### config.mk
export PLATFORM = sky130hd
export DESIGN_NAME = pciexp_comma_align_flat
export DESIGN_NICKNAME = d
export VERILOG_FILES = /design/src/rtl/pciexp_comma_align_if.sv /design/src/rtl/pciexp_comma_align.sv /design/src/flat_wrapper.sv
export SDC_FILE = /design/constraint.sdc
export NUM_CORES = 1
export LEC_CHECK = 0
export BUFFER_PORTS_ARGS = -buffer_cell sky130_fd_sc_hd__buf_2
export CORE_MARGIN = 8
export CORE_UTILIZATION = 40
export CTS_BUF_LIST = sky130_fd_sc_hd__clkbuf_16
export CTS_CLUSTER_DIAMETER = 100
export CTS_CLUSTER_SIZE = 16
export DETAILED_ROUTE_END_ITERATION = 10
export HOLD_SLACK_MARGIN = 0.02
export SYNTH_ARGS = -nofsm -noshare
export SYNTH_HDL_FRONTEND = slang
export SYNTH_SLANG_ARGS = --single-unit
### constraint.sdc
create_clock -name clk -period 3.9 [get_ports clk]
set_input_delay 0.585 -clock clk [delete_from_list [all_inputs] [get_ports clk]]
set_output_delay 0.585 -clock clk [all_outputs]
set_load 0.03 [all_outputs]
### src/rtl/pciexp_comma_align_if.sv
// Lane-side bundle of the comma aligner: unaligned deserializer words in,
// symbol-framed 8b/10b words plus lock status out.
interface pciexp_comma_align_if;
    logic [9:0] raw_in;
    logic       raw_vld;
    logic [9:0] align_out;
    logic       align_vld;
    logic       sym_lock;
    logic       comma_det;
    logic       realign;

    modport master (
        output raw_in, raw_vld,
        input  align_out, align_vld, sym_lock, comma_det, realign
    );

    modport slave (
        input  raw_in, raw_vld,
        output align_out, align_vld, sym_lock, comma_det, realign
    );
endinterface

### src/rtl/pciexp_comma_align.sv
// PCIe receive-lane comma aligner: finds K28.x commas in a bit-slipped word stream,
// re-frames symbols and tracks symbol lock. Optional lock timeout: PCIEXP_CALIGN_TIMEOUT_EN.
module pciexp_comma_align #(
    parameter int LOCK_CNT = 4,
    parameter int LOSS_CNT = 4,
    parameter int TIMEOUT  = 1024
) (
    input  logic                 clk,
    input  logic                 rst_n,
    pciexp_comma_align_if.slave  bus
);
    localparam int GW = $clog2(LOCK_CNT + 1);
    localparam int BW = $clog2(LOSS_CNT + 1);

    if (LOCK_CNT < 1 || LOCK_CNT > 15 || LOSS_CNT < 1 || LOSS_CNT > 15 || TIMEOUT < 1) begin : g_param_check
        $error("pciexp_comma_align: parameter out of range");
    end

    typedef enum logic [1:0] {
        UNLOCK = 2'd0,
        CHECK  = 2'd1,
        LOCKED = 2'd2
    } state_t;

    state_t          state, state_n;
    logic [9:0]      prev;
    logic            primed;
    logic [3:0]      offset, offset_n;
    logic [GW-1:0]   good_cnt, good_n, good_inc;
    logic [BW-1:0]   bad_cnt, bad_n, bad_inc;
    logic [19:0]     window;
    logic [9:0][9:0] cand;
    logic [9:0]      hit;
    logic [3:0]      first_k;
    logic            any_hit;
    logic            cur_hit;
    logic            eval;
    logic [9:0]      sel_sym;
    logic            sel_hit;
    logic [9:0]      align_out_r;
    logic            align_vld_r;
    logic            comma_r;
    logic            realign_r;

`ifdef PCIEXP_CALIGN_TIMEOUT_EN
    localparam int TW = $clog2(TIMEOUT + 1);
    logic [TW-1:0]   tmo_cnt, tmo_n, tmo_inc;
`endif

    // The deepest candidate (k=9) ends at bit 1; bit 0 is only framed after it moves into prev.
    assign window     = {prev, bus.raw_in};
    wire   unused_lsb = window[0];

    assign eval     = bus.raw_vld && primed;
    assign any_hit  = |hit;
    assign good_inc = (good_cnt == GW'(LOCK_CNT)) ? good_cnt : good_cnt + GW'(1);
    assign bad_inc  = (bad_cnt == BW'(LOSS_CNT)) ? bad_cnt : bad_cnt + BW'(1);
`ifdef PCIEXP_CALIGN_TIMEOUT_EN
    assign tmo_inc  = (tmo_cnt == TW'(TIMEOUT)) ? tmo_cnt : tmo_cnt + TW'(1);
`endif

    // Walk offsets from high to low so the lowest hitting k is the one left in first_k.
    always_comb begin
        cand    = '0;
        hit     = '0;
        first_k = '0;
        cur_hit = 1'b0;
        for (int k = 9; k >= 0; k--) begin
            cand[k] = window[19-k -: 10];
            hit[k]  = (window[19-k -: 7] == 7'b0011111) || (window[19-k -: 7] == 7'b1100000);
            if (hit[k]) begin
                first_k = 4'(k);
            end
            if (offset == 4'(k)) begin
                cur_hit = hit[k];
            end
        end
    end

    always_comb begin
        state_n  = state;
        offset_n = offset;
        good_n   = good_cnt;
        bad_n    = bad_cnt;
`ifdef PCIEXP_CALIGN_TIMEOUT_EN
        tmo_n    = tmo_cnt;
`endif
        if (eval) begin
            case (state)
                UNLOCK: begin
                    if (any_hit) begin
                        offset_n = first_k;
                        good_n   = GW'(1);
                        bad_n    = '0;
                        state_n  = (LOCK_CNT == 1) ? LOCKED : CHECK;
                    end
                end
                CHECK: begin
                    if (cur_hit) begin
                        good_n = good_inc;
                        if (good_inc == GW'(LOCK_CNT)) begin
                            state_n = LOCKED;
                        end
                    end else if (any_hit) begin
                        offset_n = first_k;
                        good_n   = GW'(1);
                    end
                end
                LOCKED: begin
                    if (cur_hit) begin
                        bad_n = '0;
`ifdef PCIEXP_CALIGN_TIMEOUT_EN
                        tmo_n = '0;
`endif
                    end else begin
                        if (any_hit) begin
                            bad_n = bad_inc;
                            if (bad_inc == BW'(LOSS_CNT)) begin
                                state_n = UNLOCK;
                                good_n  = '0;
                                bad_n   = '0;
                            end
                        end
`ifdef PCIEXP_CALIGN_TIMEOUT_EN
                        tmo_n = tmo_inc;
                        if (tmo_inc == TW'(TIMEOUT)) begin
                            state_n = UNLOCK;
                            good_n  = '0;
                            bad_n   = '0;
                        end
                        if (state_n == UNLOCK) begin
                            tmo_n = '0;
                        end
`endif
                    end
                end
                default: state_n = UNLOCK;
            endcase
        end
    end

    // Output framing follows this cycle's decision, so an adopted offset frames its own comma.
    always_comb begin
        sel_sym = cand[0];
        sel_hit = hit[0];
        for (int k = 1; k < 10; k++) begin
            if (offset_n == 4'(k)) begin
                sel_sym = cand[k];
                sel_hit = hit[k];
            end
        end
    end

    always_ff @(posedge clk or negedge rst_n) begin
        if (!rst_n) begin
            state    <= UNLOCK;
            offset   <= '0;
            good_cnt <= '0;
            bad_cnt  <= '0;
            prev     <= '0;
            primed   <= 1'b0;
        end else begin
            state    <= state_n;
            offset   <= offset_n;
            good_cnt <= good_n;
            bad_cnt  <= bad_n;
            if (bus.raw_vld) begin
                prev   <= bus.raw_in;
                primed <= 1'b1;
            end
        end
    end

`ifdef PCIEXP_CALIGN_TIMEOUT_EN
    always_ff @(posedge clk or negedge rst_n) begin
        if (!rst_n) begin
            tmo_cnt <= '0;
        end else begin
            tmo_cnt <= tmo_n;
        end
    end
`endif

    always_ff @(posedge clk or negedge rst_n) begin
        if (!rst_n) begin
            align_out_r <= '0;
            align_vld_r <= 1'b0;
            comma_r     <= 1'b0;
            realign_r   <= 1'b0;
        end else begin
            align_vld_r <= eval;
            comma_r     <= eval && sel_hit;
            realign_r   <= eval && (offset_n != offset);
            if (eval) begin
                align_out_r <= sel_sym;
            end
        end
    end

    assign bus.align_out = align_out_r;
    assign bus.align_vld = align_vld_r;
    assign bus.comma_det = comma_r;
    assign bus.realign   = realign_r;
    assign bus.sym_lock  = (state == LOCKED);
endmodule
### src/flat_wrapper.sv
// flat-port wrapper written by rule: the top's interface ports become plain ports
module pciexp_comma_align_flat 
#(
    parameter int LOCK_CNT = 4,
    parameter int LOSS_CNT = 4,
    parameter int TIMEOUT  = 1024
)
  (clk, rst_n, bus_raw_in, bus_raw_vld, bus_align_out, bus_align_vld, bus_sym_lock, bus_comma_det, bus_realign);
  pciexp_comma_align_if bus_i ();
  input  logic clk;
  input  logic rst_n;
  input wire logic [$bits(bus_i.raw_in)-1:0] bus_raw_in;
  input wire logic [$bits(bus_i.raw_vld)-1:0] bus_raw_vld;
  output wire logic [$bits(bus_i.align_out)-1:0] bus_align_out;
  output wire logic [$bits(bus_i.align_vld)-1:0] bus_align_vld;
  output wire logic [$bits(bus_i.sym_lock)-1:0] bus_sym_lock;
  output wire logic [$bits(bus_i.comma_det)-1:0] bus_comma_det;
  output wire logic [$bits(bus_i.realign)-1:0] bus_realign;
  assign bus_i.raw_in = bus_raw_in;
  assign bus_i.raw_vld = bus_raw_vld;
  assign bus_align_out = bus_i.align_out;
  assign bus_align_vld = bus_i.align_vld;
  assign bus_sym_lock = bus_i.sym_lock;
  assign bus_comma_det = bus_i.comma_det;
  assign bus_realign = bus_i.realign;
  pciexp_comma_align #(.LOCK_CNT(LOCK_CNT), .LOSS_CNT(LOSS_CNT), .TIMEOUT(TIMEOUT)) u_core (.clk(clk), .rst_n(rst_n), .bus(bus_i));
endmodule
==> qor.csv <==
stage;metric;value;unit
global_routing;GR Util All Layers;18.9;%
floorplan;Core ar.;0.00906;mm²
synthesis;top cell type's share of synthesized area;24.7;%
setup_path;delay-heaviest family, CP;compound AO/OA/AOI/OAI gates;
placement;gpl congestion;0.941;
timing;period utilization;96.1;%
timing;Max Slew Vio Count;0;
finish;nets;528;
worst_hold_path;Min-Delay Path Class;in -> async;
floorplan;die area;0.0124;mm²
timing;Slew HR;39.1;%
drt;drt total wl;12.0;mm
synthesis;synthesized area per cell;7.90;µm²
clocking;CTS tree;built;
finish;synthesis-to-layout area growth;17.5;%
finish;Final Instance Area;0.00429;mm²
floorplan;Starting Density;40.2;%
synthesis;Synth Warn #;0;
timing;worst slew pin tran;0.913;ns
finish;Fillers;911;
synthesis;Seq cells post-synth;36;
power_and_ir_drop;Final Power;2940;µW
synthesis;EDFF count, synth;0;
placement;dpl cells;612;
power_and_ir_drop;Lkg Pwr;0.00176;µW
power_and_ir_drop;Clk pwr share;13.5;%
finish;FF/Latch Area;901;µm²
power_and_ir_drop;Internal;1460;µW
clocking;clock slew at reported path FFs;0.06;ns
setup_path;Crit-path slowest cell;or4_4;
synthesis;Mapped Area;0.00365;mm²
run_status;status;finished, final reports clean;
finish;ANT cells;0;
setup_path;critical-path maximum fanout;12;
synthesis;most common flop cell mapped by yosys;dfrtp_1;
setup_path;Worst EP required;4.08;ns
drt;DRC viols;0;
floorplan;Die Ht;112;µm
clocking;clk root buf;clkbuf_16;
global_routing;vias in the first global route;3740;
setup_path;Crit Path Class;reg -> reg;
setup_path;element type at the critical path start;register;
floorplan;Die W;112;µm
drt;Via Count;3832;
power_and_ir_drop;Max IR drop VDD;0.000361;V
global_routing;largest net degree at the start of global routing;37;
floorplan;# IOs;27;
power_and_ir_drop;sequential power share;19.8;%
drt;DR WL/cell;19.3;µm
clocking;CTS HTree Levels;2;
power_and_ir_drop;Psw;1480;µW
power_and_ir_drop;switching share of power;50.3;%
synthesis;synth cell count leaders;nor2_1 (53), nand2_1 (49), dfrtp_1 (36);
setup_path;crit end category;register;
timing;final setup TNS;0;ns
global_routing;first-pass GRT wire length;19.5;mm
setup_path;CP max stage delay;0.60;ns
synthesis;largest cells by area after synthesis;dfrtp_1 (25%), nor2_1 (5.5%), nand2_1 (5.0%);
clocking;Max Buffers Root-to-Sink;2;
power_and_ir_drop;Comb pwr share;66.7;%
finish;area occupied by multi-input gates;0.00252;mm²
setup_path;crit-path cells;or4_4, nor3_4, nor3b_1, o31a_1, a32oi_4, nand2_2, a221oi_4, inv_4, o32a_1, o211ai_1, a31oi_1, a2111oi_2;
synthesis;Post-synth ARST share;100;%
timing;Fin. Hold Viols;0;
synthesis;Mapped Nets;482;
setup_path;Crit path arrival time;3.93;ns
finish;non-filler cells, final;619;
drt;Antenna Nets Post-Route;0;
synthesis;post-synthesis sequential area ratio;24.7;%
placement;DP Wirelength;8.80;mm
placement;dpl cell area;0.00410;mm²
timing;Worst Clk Skew;0.00656;ns
global_routing;initial antenna violation count;0;
timing;Max Fclk;267;MHz
finish;layout cell share with drive strength beyond 1;26.4;%
clocking;TritonCTS Sinks;36;
synthesis;Mapped Cells;462;
synthesis;cell taking the most area after synthesis;dfrtp_1;
synthesis;most frequent cell after synthesis;nor2_1;
floorplan;row cnt;35;
drt;vias per inst;6.19;
drt;Initial DRT Pass Iterations;5;
synthesis;Yosys cell types;92;
global_routing;gr ovfl total;0;
drt;Initial DRC Count;351;
power_and_ir_drop;Power Density;686;mW/mm²
setup_path;worst path bufs/invs;1;
timing;Tmin final;3.75;ns
run;Max Cap Viol;0;
clocking;Worst-Skew Late Latency;0.28;ns
clocking;total CTS buffers;5;
placement;# port buffers;26;
timing;# setup viols final;0;
-- routing by layer --
metal	global-route usage, %	part of all wire [%]	wire length (µm)	up-vias
li1	-	-	-	1816
met1	26.2	47	5570	1842
met2	29.5	45	5370	153
met3	2.49	6.5	773	21
met4	6.29	2.1	251	0
met5	0	0	0	-
-- final cells by class --
| class | instances | area share (%) |
|---|---|---|
| Clock buffer | 5 | 2.92 |
| Timing Repair Buffer | 74 | 12.1 |
| Tap cell | 111 | 3.24 |
| Sequential cell | 36 | 21.0 |
| Inverter | 18 | 1.69 |
| Multi-Input combinational cell | 373 | 58.7 |
| Clock inverter | 2 | 0.292 |
-- path summary, 6_finish.rpt --
| path | start | endpoint | slack, ns | cells after the start |
|---|---|---|---|---|
| worst min-delay path | rst_n | u_core.good_cnt[0]$_DFFE_PN0P_ | 0.44 | 1 |
| max in group asynchronous | rst_n | u_core.bus.align_out[7]$_DFFE_PN0P_ | 2.89 | 1 |
| worst max register to register | u_core.prev[4]$_DFFE_PN0P_ | u_core.bus.comma_det$_DFF_PN0_ | 0.15 | 12 |
| worst max-delay path | u_core.prev[4]$_DFFE_PN0P_ | u_core.bus.comma_det$_DFF_PN0_ | 0.15 | 12 |
| worst min register to register | u_core.primed$_DFFE_PN0P_ | u_core.primed$_DFFE_PN0P_ | 0.48 | 1 |
| min in group clk | u_core.primed$_DFFE_PN0P_ | u_core.primed$_DFFE_PN0P_ | 0.48 | 1 |
-- state kept, by name, summed over array words and instances (netlist names) --
signal	cells
u_core.bus.align_out	10
u_core.prev	10
u_core.offset	4
u_core.bad_cnt	3
u_core.good_cnt	3
u_core.state	2
u_core.bus.align_vld	1
u_core.bus.comma_det	1
u_core.bus.realign	1
u_core.primed	1
-- timing repair --
item                       in CTS  in global routing
hold buffers                    0                  0
buffers inserted                0                  0
setup endpoints to repair       0                  9
gates resized for setup         0                  8
-- through the flow --
| step | util [%] | setup WS [ns] | hold WS [ns] |
|---|---|---|---|
| 2_1_floorplan | - | 0.397 | 0.289 |
| 3_3_place_gp | 45.2 | -0.0397 | 0.456 |
| 3_5_place_dp | 45.2 | -0.0275 | 0.464 |
| 4_1_cts | 46.8 | 0.0907 | 0.474 |
| 5_1_grt | 47.3 | -0.0192 | 0.500 |
| 6_report | 47.3 | 0.151 | 0.436 |
-- power by group through the flow --
stage	Clock [µW]	Sequential [µW]	Combinational (µW)
global placement	0	583	1890
CTS	413	580	1900
floorplan	0	652	1250
detailed placement	0	585	1880
global route	423	597	2100
finish	396	583	1960
-- logic make-up after synthesis --
logic type,after synthesis,synth area share [%]
fa+ha+maj,7,2.40
xor+xnor,1,0.240
mux,18,5.32
buf+inv,53,7.44
compound gates,149,30.2
flops,36,24.7
simple gates,198,29.7
-- cells in the final DEF, fill, tap and decap left out, types with 3 or more instances in the layout --
cell / instances
a211oi_1: 7
a21o_1: 4
a21oi_1: 34
a22oi_1: 7
a31oi_1: 6
a41oi_1: 3
and3_1: 3
and3b_1: 3
buf_2: 26
buf_4: 45
clkbuf_16: 5
dfrtp_1: 36
ha_1: 7
inv_1: 13
mux2_2: 11
mux2i_1: 6
nand2_1: 49
nand2b_1: 7
nand3_1: 13
nand4_1: 5
nor2_1: 53
nor2b_1: 7
nor3_1: 15
nor3_4: 3
nor3b_1: 3
nor4_1: 5
o211ai_1: 4
o21ai_0: 22
o21ai_1: 6
o221ai_1: 7
o22a_1: 3
or2_2: 4
or3_1: 3
Note: power is estimated with default switching activity, not from simulation.
